[config.mk]
export PLATFORM = sky130hd
export DESIGN_NAME = histogram_peak_locator
export DESIGN_NICKNAME = d
export VERILOG_FILES = /design/src/rtl/histogram_peak_locator_pkg.sv /design/src/rtl/axis_hist_scan.sv /design/src/rtl/histogram_peak_locator.sv
export SDC_FILE = /design/constraint.sdc
export NUM_CORES = 1
export LEC_CHECK = 0
export CAP_MARGIN = 40
export CELL_PAD_IN_SITES_DETAIL_PLACEMENT = 1
export CELL_PAD_IN_SITES_GLOBAL_PLACEMENT = 2
export CORE_MARGIN = 3
export CORE_UTILIZATION = 32
export CTS_CLUSTER_DIAMETER = 30
export DETAILED_ROUTE_END_ITERATION = 10
export GPL_ROUTABILITY_DRIVEN = 0
export PLACE_DENSITY_LB_ADDON = 0.25
export SYNTH_ARGS = -nofsm -noshare
export SYNTH_HDL_FRONTEND = slang
export SYNTH_SLANG_ARGS = --single-unit
[constraint.sdc]
create_clock -name clk -period 5.8 [get_ports clk]
set_clock_uncertainty 0.15 [all_clocks]
set_input_delay 0.87 -clock clk [delete_from_list [all_inputs] [get_ports clk]]
set_output_delay 0.87 -clock clk [all_outputs]
set_load 0.03 [all_outputs]
[src/rtl/histogram_peak_locator_pkg.sv]
// Shared constants and FSM state type for the histogram peak locator.
package hist_peak_pkg;

  localparam int DEF_NUM_BINS       = 256;
  localparam int DEF_COUNT_W        = 8;
  localparam int BIN_W              = 8;
  localparam int DEF_TIMEOUT_CYCLES = 1024;

  typedef enum logic [1:0] {
    ST_IDLE    = 2'd0,
    ST_REQUEST = 2'd1,
    ST_COLLECT = 2'd2,
    ST_DONE    = 2'd3
  } state_e;

endpackage

[src/rtl/axis_hist_scan.sv]
// Per-axis histogram scanner: beat counter, running peak/argmax and occupied span.
// Exposes next-state values so the top can capture the result on the final beat's edge.
module axis_hist_scan
  import hist_peak_pkg::*;
#(
  parameter int NUM_BINS = DEF_NUM_BINS,
  parameter int COUNT_W  = DEF_COUNT_W
) (
  input  logic               clk,
  input  logic               reset,
  input  logic               i_clear,
  input  logic               i_enable,
  input  logic               i_valid,
  input  logic [COUNT_W-1:0] i_count,
  input  logic [COUNT_W-1:0] i_threshold,
  output logic [BIN_W-1:0]   o_peak_next,
  output logic [COUNT_W-1:0] o_peak_count_next,
  output logic [BIN_W-1:0]   o_min_next,
  output logic [BIN_W-1:0]   o_max_next,
  output logic               o_axis_found,
  output logic               o_axis_done,
  output logic               o_accept
);

  localparam int CNT_W = $clog2(NUM_BINS + 1);

  logic [CNT_W-1:0]   r_cnt;
  logic [BIN_W-1:0]   r_peak;
  logic [COUNT_W-1:0] r_peak_count;
  logic [BIN_W-1:0]   r_min;
  logic [BIN_W-1:0]   r_max;
  logic               r_found;

  logic [CNT_W-1:0]   w_cnt_n;
  logic [BIN_W-1:0]   w_peak_n;
  logic [COUNT_W-1:0] w_peak_count_n;
  logic [BIN_W-1:0]   w_min_n;
  logic [BIN_W-1:0]   w_max_n;
  logic               w_found_n;
  logic               w_accept;
  logic [BIN_W-1:0]   w_idx;

  // Strict '>' keeps the lowest bin on ties; Min latches only on the first occupied bin.
  always_comb begin
    w_accept       = i_enable && i_valid && (r_cnt < CNT_W'(NUM_BINS));
    w_idx          = BIN_W'(r_cnt);
    w_cnt_n        = r_cnt;
    w_peak_n       = r_peak;
    w_peak_count_n = r_peak_count;
    w_min_n        = r_min;
    w_max_n        = r_max;
    w_found_n      = r_found;
    if (i_clear) begin
      w_cnt_n        = '0;
      w_peak_n       = '0;
      w_peak_count_n = '0;
      w_min_n        = '0;
      w_max_n        = '0;
      w_found_n      = 1'b0;
    end else if (w_accept) begin
      w_cnt_n = r_cnt + CNT_W'(1);
      if (i_count > r_peak_count) begin
        w_peak_count_n = i_count;
        w_peak_n       = w_idx;
      end else begin
        w_peak_count_n = r_peak_count;
      end
      if (i_count >= i_threshold) begin
        if (!r_found) begin
          w_min_n = w_idx;
        end else begin
          w_min_n = r_min;
        end
        w_max_n   = w_idx;
        w_found_n = 1'b1;
      end else begin
        w_found_n = r_found;
      end
    end else begin
      w_cnt_n = r_cnt;
    end
  end

  assign o_peak_next       = w_peak_n;
  assign o_peak_count_next = w_peak_count_n;
  assign o_min_next        = w_min_n;
  assign o_max_next        = w_max_n;
  assign o_axis_found      = w_found_n;
  assign o_axis_done       = (w_cnt_n == CNT_W'(NUM_BINS));
  assign o_accept          = w_accept;

  // Scanner state registers.
  always_ff @(posedge clk or posedge reset) begin
    if (reset) begin
      r_cnt        <= '0;
      r_peak       <= '0;
      r_peak_count <= '0;
      r_min        <= '0;
      r_max        <= '0;
      r_found      <= 1'b0;
    end else begin
      r_cnt        <= w_cnt_n;
      r_peak       <= w_peak_n;
      r_peak_count <= w_peak_count_n;
      r_min        <= w_min_n;
      r_max        <= w_max_n;
      r_found      <= w_found_n;
    end
  end

endmodule

[src/rtl/histogram_peak_locator.sv]
// Requests X/Y projection histograms, scans them and holds a registered bounding box.
// Optional COLLECT watchdog and timeoutErr port enabled by HIST_PEAK_TIMEOUT_EN.
module histogram_peak_locator
  import hist_peak_pkg::*;
#(
  parameter int NUM_BINS       = DEF_NUM_BINS,
`ifdef HIST_PEAK_TIMEOUT_EN
  parameter int TIMEOUT_CYCLES = DEF_TIMEOUT_CYCLES,
`endif
  parameter int COUNT_W        = DEF_COUNT_W
) (
  input  logic               clk,
  input  logic               reset,
  input  logic               start,
  input  logic [COUNT_W-1:0] binThreshold,
  output logic               readHistogram,
  input  logic [COUNT_W-1:0] xHistogramIn,
  input  logic               xValid,
  input  logic [COUNT_W-1:0] yHistogramIn,
  input  logic               yValid,
  output logic [BIN_W-1:0]   xPeak,
  output logic [BIN_W-1:0]   yPeak,
  output logic [COUNT_W-1:0] xPeakCount,
  output logic [COUNT_W-1:0] yPeakCount,
  output logic [BIN_W-1:0]   xMin,
  output logic [BIN_W-1:0]   xMax,
  output logic [BIN_W-1:0]   yMin,
  output logic [BIN_W-1:0]   yMax,
  output logic               objectFound,
  output logic               resultValid,
  input  logic               resultReady,
`ifdef HIST_PEAK_TIMEOUT_EN
  output logic               timeoutErr,
`endif
  output logic               busy
);

  state_e             r_state;
  logic [COUNT_W-1:0] r_thr;
  logic               r_read, r_busy, r_valid, r_found;
  logic [BIN_W-1:0]   r_x_peak, r_y_peak, r_x_min, r_x_max, r_y_min, r_y_max;
  logic [COUNT_W-1:0] r_x_pc, r_y_pc;

  logic               w_clear, w_enable, w_timeout;
  logic [BIN_W-1:0]   w_x_peak, w_y_peak, w_x_min, w_x_max, w_y_min, w_y_max;
  logic [COUNT_W-1:0] w_x_pc, w_y_pc;
  logic               w_x_found, w_y_found, w_x_done, w_y_done, w_x_acc, w_y_acc;

  assign w_clear  = (r_state == ST_REQUEST);
  assign w_enable = (r_state == ST_COLLECT);

  axis_hist_scan #(.NUM_BINS(NUM_BINS), .COUNT_W(COUNT_W)) u_x_scan (
    .clk(clk), .reset(reset), .i_clear(w_clear), .i_enable(w_enable),
    .i_valid(xValid), .i_count(xHistogramIn), .i_threshold(r_thr),
    .o_peak_next(w_x_peak), .o_peak_count_next(w_x_pc), .o_min_next(w_x_min),
    .o_max_next(w_x_max), .o_axis_found(w_x_found), .o_axis_done(w_x_done),
    .o_accept(w_x_acc)
  );

  axis_hist_scan #(.NUM_BINS(NUM_BINS), .COUNT_W(COUNT_W)) u_y_scan (
    .clk(clk), .reset(reset), .i_clear(w_clear), .i_enable(w_enable),
    .i_valid(yValid), .i_count(yHistogramIn), .i_threshold(r_thr),
    .o_peak_next(w_y_peak), .o_peak_count_next(w_y_pc), .o_min_next(w_y_min),
    .o_max_next(w_y_max), .o_axis_found(w_y_found), .o_axis_done(w_y_done),
    .o_accept(w_y_acc)
  );

`ifdef HIST_PEAK_TIMEOUT_EN
  localparam int WD_W = $clog2(TIMEOUT_CYCLES + 1);
  logic [WD_W-1:0] r_wd;
  logic            r_timeout_err;

  assign w_timeout  = w_enable && !(w_x_acc || w_y_acc) && (r_wd == WD_W'(TIMEOUT_CYCLES - 1));
  assign timeoutErr = r_timeout_err;

  // Idle-cycle watchdog for COLLECT and its sticky error flag.
  always_ff @(posedge clk or posedge reset) begin
    if (reset) begin
      r_wd          <= '0;
      r_timeout_err <= 1'b0;
    end else begin
      if (r_state == ST_IDLE && start) begin
        r_timeout_err <= 1'b0;
      end else if (w_timeout) begin
        r_timeout_err <= 1'b1;
      end
      if (!w_enable || w_x_acc || w_y_acc) begin
        r_wd <= '0;
      end else begin
        r_wd <= r_wd + WD_W'(1);
      end
    end
  end
`else
  assign w_timeout = 1'b0;
`endif

  // Control FSM and result registers; results capture the scanners' next values on entry to DONE.
  always_ff @(posedge clk or posedge reset) begin
    if (reset) begin
      r_state  <= ST_IDLE;
      r_thr    <= '0;
      r_read   <= 1'b0;
      r_busy   <= 1'b0;
      r_valid  <= 1'b0;
      r_found  <= 1'b0;
      r_x_peak <= '0;
      r_y_peak <= '0;
      r_x_pc   <= '0;
      r_y_pc   <= '0;
      r_x_min  <= '0;
      r_x_max  <= '0;
      r_y_min  <= '0;
      r_y_max  <= '0;
    end else begin
      r_read <= 1'b0;
      case (r_state)
        ST_IDLE: begin
          if (start) begin
            r_state <= ST_REQUEST;
            r_read  <= 1'b1;
            r_busy  <= 1'b1;
            r_thr   <= binThreshold;
          end
        end
        ST_REQUEST: begin
          r_state <= ST_COLLECT;
        end
        ST_COLLECT: begin
          if (w_x_done && w_y_done) begin
            r_state  <= ST_DONE;
            r_valid  <= 1'b1;
            r_found  <= w_x_found && w_y_found;
            r_x_peak <= w_x_peak;
            r_y_peak <= w_y_peak;
            r_x_pc   <= w_x_pc;
            r_y_pc   <= w_y_pc;
            r_x_min  <= w_x_min;
            r_x_max  <= w_x_max;
            r_y_min  <= w_y_min;
            r_y_max  <= w_y_max;
          end else if (w_timeout) begin
            r_state  <= ST_DONE;
            r_valid  <= 1'b1;
            r_found  <= 1'b0;
            r_x_peak <= '0;
            r_y_peak <= '0;
            r_x_pc   <= '0;
            r_y_pc   <= '0;
            r_x_min  <= '0;
            r_x_max  <= '0;
            r_y_min  <= '0;
            r_y_max  <= '0;
          end
        end
        ST_DONE: begin
          if (r_valid && resultReady) begin
            r_state <= ST_IDLE;
            r_valid <= 1'b0;
            r_busy  <= 1'b0;
          end
        end
        default: begin
          r_state <= ST_IDLE;
          r_valid <= 1'b0;
          r_busy  <= 1'b0;
        end
      endcase
    end
  end

  assign readHistogram = r_read;
  assign busy          = r_busy;
  assign resultValid   = r_valid;
  assign objectFound   = r_found;
  assign xPeak         = r_x_peak;
  assign yPeak         = r_y_peak;
  assign xPeakCount    = r_x_pc;
  assign yPeakCount    = r_y_pc;
  assign xMin          = r_x_min;
  assign xMax          = r_x_max;
  assign yMin          = r_y_min;
  assign yMax          = r_y_max;

endmodule
; Word-level counts from Yosys, hierarchy flattened
; Cells that the tools add are included.
; Widths: inputs -> output; s select.
[word_totals]
register_bits = 162
latch_bits = 0
ram_bits = 0
rom_bits = 0
in_bits = 30
output_inout_bits = 68
mem_count = 0
[op_classes]
n_addsub = 2
n_mul = 0
n_div = 0
n_lt_le_gt_ge = 6
n_eq_ne = 8
shifts = 0
n_mux = 47
bitwise_logic = 0
reduce_logical = 15
[op_table]
columns = op, n
row1 = $mux 8, 26
row2 = $mux 9, 4
row3 = $add 9x1->9 const B, 2
row4 = $eq 9x9->1 const B, 2
row5 = $lt 9x9->1 const B, 2
row6 = $ge 8x8->1, 2
row7 = $gt 8x8->1, 2
row8 = $mux 1, 11
row9 = $reduce_and 3->1, 3
row10 = $pmux 2 s4, 1
row11 = $logic_and 1x1->1, 7
row12 = $mux 2, 3
row13 = $ne 2x2->1 const B, 3
row14 = $eq 2x2->1 const B, 2
row15 = $pmux 1 s2, 2
row16 = $reduce_and 2->1, 2
row17 = $reduce_bool 2->1, 2
row18 = $eq 2x1->1 const B, 1
row19 = $logic_not 2->1, 1

; Logic depth before layout (Yosys ltp)
; Gate-level depths: netlist (run 1).
[logic_depth]
ltp_word = 9
depth_mapped = 12
mapped_depth_nobuf = 9

; Hierarchy
; A second synthesis (run 1) with hierarchy kept.
[hier_totals]
hier_cells = 660
area_unflattened_um2 = 8090.3
[by_module_without_submodules]
columns = mod, n_inst, cells_each, area_per_inst_um2, seq_area_each_um2
row1 = histogram_peak_locator, 1, 183, 3145.5, 1951.9
row2 = axis_hist_scan at u_x_scan, 1, 240, 2498.6, 1051.0
row3 = axis_hist_scan at u_y_scan, 1, 237, 2446.1, 1051.0

; Worst setup path after synthesis (run 1)
; No wires, ideal clock.
[synth_path]
path_type = input to register
from = in yHistogramIn[0]
to = reg r_y_min[0], in the netlist yMin[0]
setup_time_ns = 0.135
arrival_ns = 2.698
required_time_ns = 5.515
setup_slack_ns = 2.818
path_stages = 10
n_path_buf = 1
path_cell_list = inv_1 > ha_1 > nand2b_1 > a2111oi_0 > o211ai_1 > nand2_1 > or2_2 > clkbuf_1 > mux2i_1 > o31ai_1
[synth_via]
elab_chain_len = 4
[synth_rtl]
columns = element, line_no
row1 = "start, declared", histogram_peak_locator.sv:19  ; input logic [COUNT_W-1:0] yHistogramIn,
row2 = $ge 8x8->1, axis_hist_scan.sv:68  ; if (i_count >= i_threshold) begin
row3 = $mux 8, axis_hist_scan.sv:68
row4 = $mux 8, axis_hist_scan.sv:60  ; end else if (w_accept) begin
row5 = $mux 8, axis_hist_scan.sv:53  ; if (i_clear) begin
row6 = "end signal, assigned", histogram_peak_locator.sv:140  ; r_y_min <= w_y_min;
row7 = "end, declared", histogram_peak_locator.sv:41  ; logic [BIN_W-1:0] r_x_peak, r_y_peak, r_x_min, r_x_max, r_y_min, r_y_max;
; Every way passes these cells.
; A chain may end at the register's enable or synchronous reset.

; Worst setup path in the final report (run 1)
[layout_path]
from = reg r_state[0]
to = reg r_state[1]
[layout_via]
elab_chain_len = 9
[layout_rtl]
columns = element, line_no
row1 = "start, declared", histogram_peak_locator.sv:38  ; state_e r_state;
row2 = "start signal, assigned", histogram_peak_locator.sv:101  ; r_state <= ST_IDLE;
row3 = "start signal, assigned", histogram_peak_locator.sv:120  ; r_state <= ST_REQUEST;
row4 = "start signal, assigned", histogram_peak_locator.sv:127  ; r_state <= ST_COLLECT;
row5 = $eq 2x2->1, histogram_peak_locator.sv:50  ; assign w_enable = (r_state == ST_COLLECT);
row6 = $logic_and 1x1->1 (2 in series), axis_hist_scan.sv:45  ; w_accept = i_enable && i_valid && (r_cnt < CNT_W'(NUM_BINS));
row7 = $mux 9, axis_hist_scan.sv:60
row8 = $mux 9 (*), axis_hist_scan.sv:53
row9 = net u_x_scan.w_cnt_n[7], axis_hist_scan.sv:34  ; logic [CNT_W-1:0] w_cnt_n;
row10 = $eq 9x9->1 (*), axis_hist_scan.sv:89  ; assign o_axis_done = (w_cnt_n == CNT_W'(NUM_BINS));
row11 = $logic_and 1x1->1 (*), histogram_peak_locator.sv:130  ; if (w_x_done && w_y_done) begin
row12 = $ne 2x2->1 (no source line) (*), -
row13 = $reduce_and 3->1 (no source line) (*), -
; Mark *: on every way through the listed nets, which the timed path passes. The rest lies on a longest branch.

==> impl_metrics.tcl, run 1 <==
set metrics [dict create \
    dieWidth_um 160.4 \
    vias_per_cell 5.027 \
    cp_max_fo 82 \
    synth_edf_count 0 \
    fin_crit_sh_pct 68.76 \
    crit_required_ns 5.95 \
    wl_um 20800 \
    postLayoutCoreUtil_pct 41.25 \
    fmax_mhz 250.8 \
    synth_fp_nets 780 \
    grt_pass1_vias 5994 \
    clk_latency_ns 0.43 \
    finalInstanceArea_um2 9510 \
    cts_tree "yes" \
    cts.htree.levels 4 \
    grt_util_all_layers_pct 16.38 \
    regToRegSetupSlack_ns 1.81 \
    endpoint_kind "register" \
    finalSetupTns_ns 0 \
    hpwl_um 14570 \
    port_buffers 97 \
    max-vdd-ir-drop_v 0.0001724 \
    reg_top3 "u_x_scan.r_cnt x9, u_y_scan.r_cnt x9" \
    initial_core_util_pct 33.11 \
    place_area_um2 8889 \
    cellLeakagePower_nw 4.272 \
    p_sw_mw 1.220 \
    num_vias 5595 \
    critPathMaxStageDelay_ns 0.57 \
    grt_max_degree 88 \
    mostFrequentLayoutCells "dfrtp_1 (162), clkdlybuf4s50_1 (97), nor2_1 (83)" \
    ios 98 \
    drtAntennaViolNets 0 \
    hold_violations 0 \
    ys.warnings.count 0 \
    cts.sinks 162 \
    critPathKind "register to register" \
    status "finished clean" \
    syn_to_final_growth_pct 24.61 \
    p_clk_share_pct 33.4 \
    arrival_ns 4.14 \
    layout_commonest_cell "dfrtp_1" \
    antennaDiodeCount 0 \
    swShare_pct 34.41 \
    power_frac_comb_pct 28.6 \
    setup_viol 0 \
    die_h_um 160.4 \
    firstDrtPassIters 4 \
    fin_cells 1113 \
    syn_area_per_cell_um2 10.72 \
    fin_crit_ns 3.988 \
    cpMaxStageDelayCell "ha_1" \
    finalMaxSlewViolations 0 \
    crit_family "simple AND/OR/NAND/NOR gates" \
    fp.dieArea_um2 25740 \
    synthCells 712 \
    post_cts_buffers 0 \
    cts_hold_buf 0 \
    fillers 2527 \
    async_flop_share_pct 100.0 \
    ys_seq_area_share_pct 53.11 \
    crit_path_start_kind "register" \
    powerDensity_nw_per_um2 372.9 \
    cts_made_buffers 17 \
    final_nets 856 \
    drv_cap 0 \
    antenna_found_initial 0 \
    cp_num_buf_inv 2 \
    clk_pin_slew_worst_paths_ns 0.06 \
    drt_iter0_markers 259 \
    grt_overflow_total 0 \
    ys_types 52 \
    grt_pass1_wl_um 33350 \
    rsz0062_at_grt "false" \
    worst_pin_slew_ns 0.8269 \
    relSlewSlack_pct 44.87 \
    avgRoutedWirePerCell_um 18.69 \
    synthesis.area_um2 7632 \
    clockBufferDepth 2 \
    drcViolationCount 0 \
    ys_seq_elements 162 \
    core-area_um2 23050 \
    pwr-share-seq_pct 38.0 \
    internal_power_mw 2.326 \
    min_path_type "register to register" \
    core.rowCount 55 \
    ctsResizeCount 0 \
    hold_slack_ns 0.3578 \
    placedCellCount 1082 \
    crit_path_cell_trace "inv_1 > ha_1 > nand3b_1 > nor4_1 > mux2_2 > nor2_1 > nand4b_1 > buf_4 > a221oi_4 > mux2_1" \
    drive_gt1_share_pct 7.625 \
    ys.flop_type "dfrtp_1" \
    cts_root_buffer "clkbuf_16" \
]
[power by group through the flow]
stage | Combinational, mW | Clock [mW] | Sequential (mW)
2_1_floorplan | 0.745 | 0 | 1.32
3_3_place_gp | 0.967 | 0 | 1.36
3_5_place_dp | 1.03 | 0 | 1.37
4_1_cts | 1.04 | 1.22 | 1.35
5_1_grt | 1.15 | 1.26 | 1.36
6_report | 1.01 | 1.19 | 1.35
[stage by stage]
stage | worst slack, ns | power, mW
final | 1.812 | 3.547
after global routing | 1.561 | 3.774
after CTS | 1.792 | 3.603
after detailed placement | 1.649 | 2.403
after global placement | 1.766 | 2.330
after floorplan | 0.4034 | 2.069
[routing by layer]
metal  up-vias  track usage [%]  share of wire (%)
li1       2671                -                  -
met1      2828            21.50                 48
met2        80            27.71                 48
met3        16            3.585                3.0
met4         0            3.826               0.87
met5         -                0                  0
[layout make-up]
cell class                 count  area [um2]  share of cell area [%]
clock buffer                  22       494.2                   5.197
clock inverter                 9       127.6                   1.342
multi-input combinational    466        3241                   34.07
timing repair buffer         108        1074                   11.29
sequential                   162        4054                   42.63
inverter                      33       128.9                   1.355
tap                          313       391.6                   4.118
[cell families (layout without fill, tap and decap cells)]
family	count (synthesis)	count (layout)	share of synthesized area, %
AO/OA/AOI/OAI	191	191	15.87
flip-flops	162	162	53.11
AND/OR/NAND/NOR	162	162	10.39
buffers and inverters	84	172	4.557
multiplexers	69	69	9.147
adder cells (fa/ha/maj)	38	38	6.230
XOR/XNOR	6	6	0.6885
[synth_stat cells (5+ instances only)]
library cell,count,area share (%)
o31ai_1,64,6.3
mux2_2,5,0.74
nand4b_1,5,0.57
inv_1,33,1.6
dfrtp_1,162,53
a21oi_1,22,1.4
nand3_1,6,0.39
nor2b_1,6,0.49
clkbuf_1,34,1.7
nand2_1,23,1.1
buf_2,10,0.66
mux2i_1,63,8.3
nor3_1,5,0.33
a21o_1,5,0.49
o21ai_0,82,5.4
ha_1,38,6.2
nand4_1,6,0.49
nor2_1,83,4.1
nand2b_1,9,0.74
[final timing paths]
| kind | start | endpoint | cells past startpoint |
|---|---|---|---|
| worst max-delay path | r_state[0] | r_state[1] | 10 |
| worst max register to register | r_state[0] | r_state[1] | 10 |
| min in group asynchronous | reset | yPeakCount[1] | 2 |
| worst min register to register | yPeakCount[5] | yPeakCount[5] | 2 |
| worst min-delay path | yPeakCount[5] | yPeakCount[5] | 2 |
| max in group asynchronous | reset | u_y_scan.r_min[5] | 3 |
[tightest hold or removal path, delay by kind of cell (launching register included)]
kind | cells | cell delay (ns)
DFF | 1 | 0.33
AOI/OAI and AO/OA | 2 | 0.14
No activity file was read; power rests on OpenSTA's default activity.
==> run 2, diff against run 1 <==
clock period = 4.2 ns   (was 5.8 ns; I/O delays follow)
==> impl_metrics.tcl, run 2 (synthesized netlist as in run 1, its figures left out) <==
set metrics [dict create \
    ios 98 \
    r2r-start "r_state[0]" \
    critPathKind "register to register" \
    arrival_ns 3.89 \
    crit_path_start_kind "register" \
    reg_top3 "u_x_scan.r_cnt x9, u_y_scan.r_cnt x9" \
    route.met2.wl_um 10490 \
    grt_max_degree 113 \
    firstDrtPassIters 4 \
    num_vias 5676 \
    grt_pass1_vias 6187 \
    powerDensity_nw_per_um2 521.8 \
    vias_per_cell 5.072 \
    wl_um 21390 \
    dp_slack_ns 0.4246 \
    worst_pin_slew_ns 0.6349 \
    post_cts_buffers 0 \
    reg2reg_to "xMax[2]" \
    regToRegSetupSlack_ns 0.44 \
    dieWidth_um 160.4 \
    cts_hold_buf 0 \
    min_path_type "primary input to async pin" \
    crit_path_cell_trace "inv_1 > ha_1 > nand3b_1 > nor4_1 > mux2_2 > nor2_1 > nand4b_1 > buf_4 > o21ai_0 > o31ai_1" \
    finalWorstSetupSlack_ns 0.4430 \
    cpMaxStageDelayCell "ha_1" \
    port_buffers 97 \
    mostFrequentLayoutCells "dfrtp_1 (162), clkdlybuf4s50_1 (97), nor2_1 (83)" \
    fmax_mhz 266.2 \
    avgRoutedWirePerCell_um 19.11 \
    cp.depth 10 \
    cellLeakagePower_nw 4.307 \
    status "finished clean" \
    drcViolationCount 0 \
    grt_util_all_layers_pct 16.91 \
    fp.dieArea_um2 25740 \
    final_nets 861 \
    clk_pin_slew_worst_paths_ns 0.07 \
    grt_overflow_total 0 \
    core.rowCount 55 \
    finalSetupTns_ns 0 \
    hpwl_um 15050 \
    crit_family "simple AND/OR/NAND/NOR gates" \
    drv_cap 0 \
    cts.sinks 162 \
    fillers 2495 \
    cp_num_buf_inv 2 \
    critPathMaxStageDelay_ns 0.55 \
    clockBufferDepth 2 \
    rsz0062_at_grt "false" \
    wl_met1_um 9917 \
    finalInstanceArea_um2 9585 \
    crit_required_ns 4.34 \
    cp_max_fo 40 \
    syn_to_final_growth_pct 25.59 \
    endpoint_kind "register" \
    reg2regPathDepth 10 \
    antenna_found_initial 0 \
    drtAntennaViolNets 0 \
    antennaDiodeCount 0 \
    fin_crit_ns 3.757 \
    finalMaxSlewViolations 0 \
    initial_core_util_pct 33.11 \
    max-vdd-ir-drop_v 0.0002633 \
    cts_tree "yes" \
    cts.htree.levels 4 \
    top_layer "met4" \
    setup_viol 0 \
    hold_violations 0 \
    relSlewSlack_pct 57.68 \
    wl_met3_um 639 \
    fin_crit_sh_pct 89.45 \
    drive_gt1_share_pct 8.065 \
    clk_latency_ns 0.43 \
    core-area_um2 23050 \
    crit_start "r_state[0]" \
    drt_iter0_markers 217 \
    place_area_um2 8942 \
    grt_pass1_wl_um 34670 \
    cts_made_buffers 17 \
    cts_root_buffer "clkbuf_16" \
    layout_commonest_cell "dfrtp_1" \
    cp-endpoint "xMax[2]" \
    ctsResizeCount 0 \
    die_h_um 160.4 \
]
## run 2: cell count changes in the layout (fill, tap and decap cells not counted)
cell	previous run	this run
inv_6	1	0
clkinv_2	3	2
clkbuf_1	0	2
bufinv_16	3	5
buf_4	10	13
buf_16	1	0
clkbuf_8	5	0
clkinv_4	0	4
buf_12	0	3
## run 2: layout make-up
| class | instances | area (um2) | share of cell area (%) |
|---|---|---|---|
| well taps | 313 | 391.6 | 4.086 |
| clock buffers | 19 | 432.9 | 4.516 |
| repair buffers | 113 | 1129 | 11.77 |
| multi-input cells | 466 | 3241 | 33.81 |
| flip-flops and latches | 162 | 4054 | 42.29 |
| inverters | 33 | 127.6 | 1.331 |
| clock inverters | 13 | 210.2 | 2.193 |
## run 2: worst min-delay path by stage
stage	depth (start not counted)	end	slack (ns)
2_1_floorplan	2	u_y_scan.r_found	0.32
3_3_place_gp	2	yPeakCount[6]	0.34
3_5_place_dp	2	yMax[0]	0.35
4_1_cts	2	yPeak[1]	0.29
5_1_grt	2	yPeak[2]	0.29
6_report	2	yPeak[1]	0.30
## run 2: worst register-to-register path: cells and delay by family, from the launching register on
kind | cells | cell delay (ns)
compound gates | 2 | 0.35
fa+ha+maj | 1 | 0.55
buf+inv | 2 | 0.49
flops | 1 | 0.42
mux | 1 | 0.40
simple gates | 4 | 1.24
## run 2: power breakdown
| group | internal (mW) | leakage (nW) | switching, mW |
|---|---|---|---|
| Clock | 1.06 | 0.307 | 0.657 |
| Combinational | 0.486 | 1.77 | 0.942 |
| Sequential | 1.73 | 2.23 | 0.130 |
| Total | 3.27 | 4.31 | 1.73 |
## run 2: routing by layer
| layer | up-vias | global-route usage (%) |
|---|---|---|
| li1 | 2694 | - |
| met1 | 2869 | 21.97 |
| met2 | 91 | 28.61 |
| met3 | 22 | 3.430 |
| met4 | 0 | 4.892 |
| met5 | - | 0 |
## run 2: metrics by stage
step	utilization [%]	hold slack (ns)	std cells	total power [mW]
final	41.58	0.3029	1119	5.002
after global routing	41.58	0.2926	1119	5.311
after CTS	41.58	0.2928	1119	5.080
after detailed placement	38.79	0.3496	1087	3.340
after global placement	38.76	0.3417	1086	3.272
after floorplan	-	0.3161	712	2.858
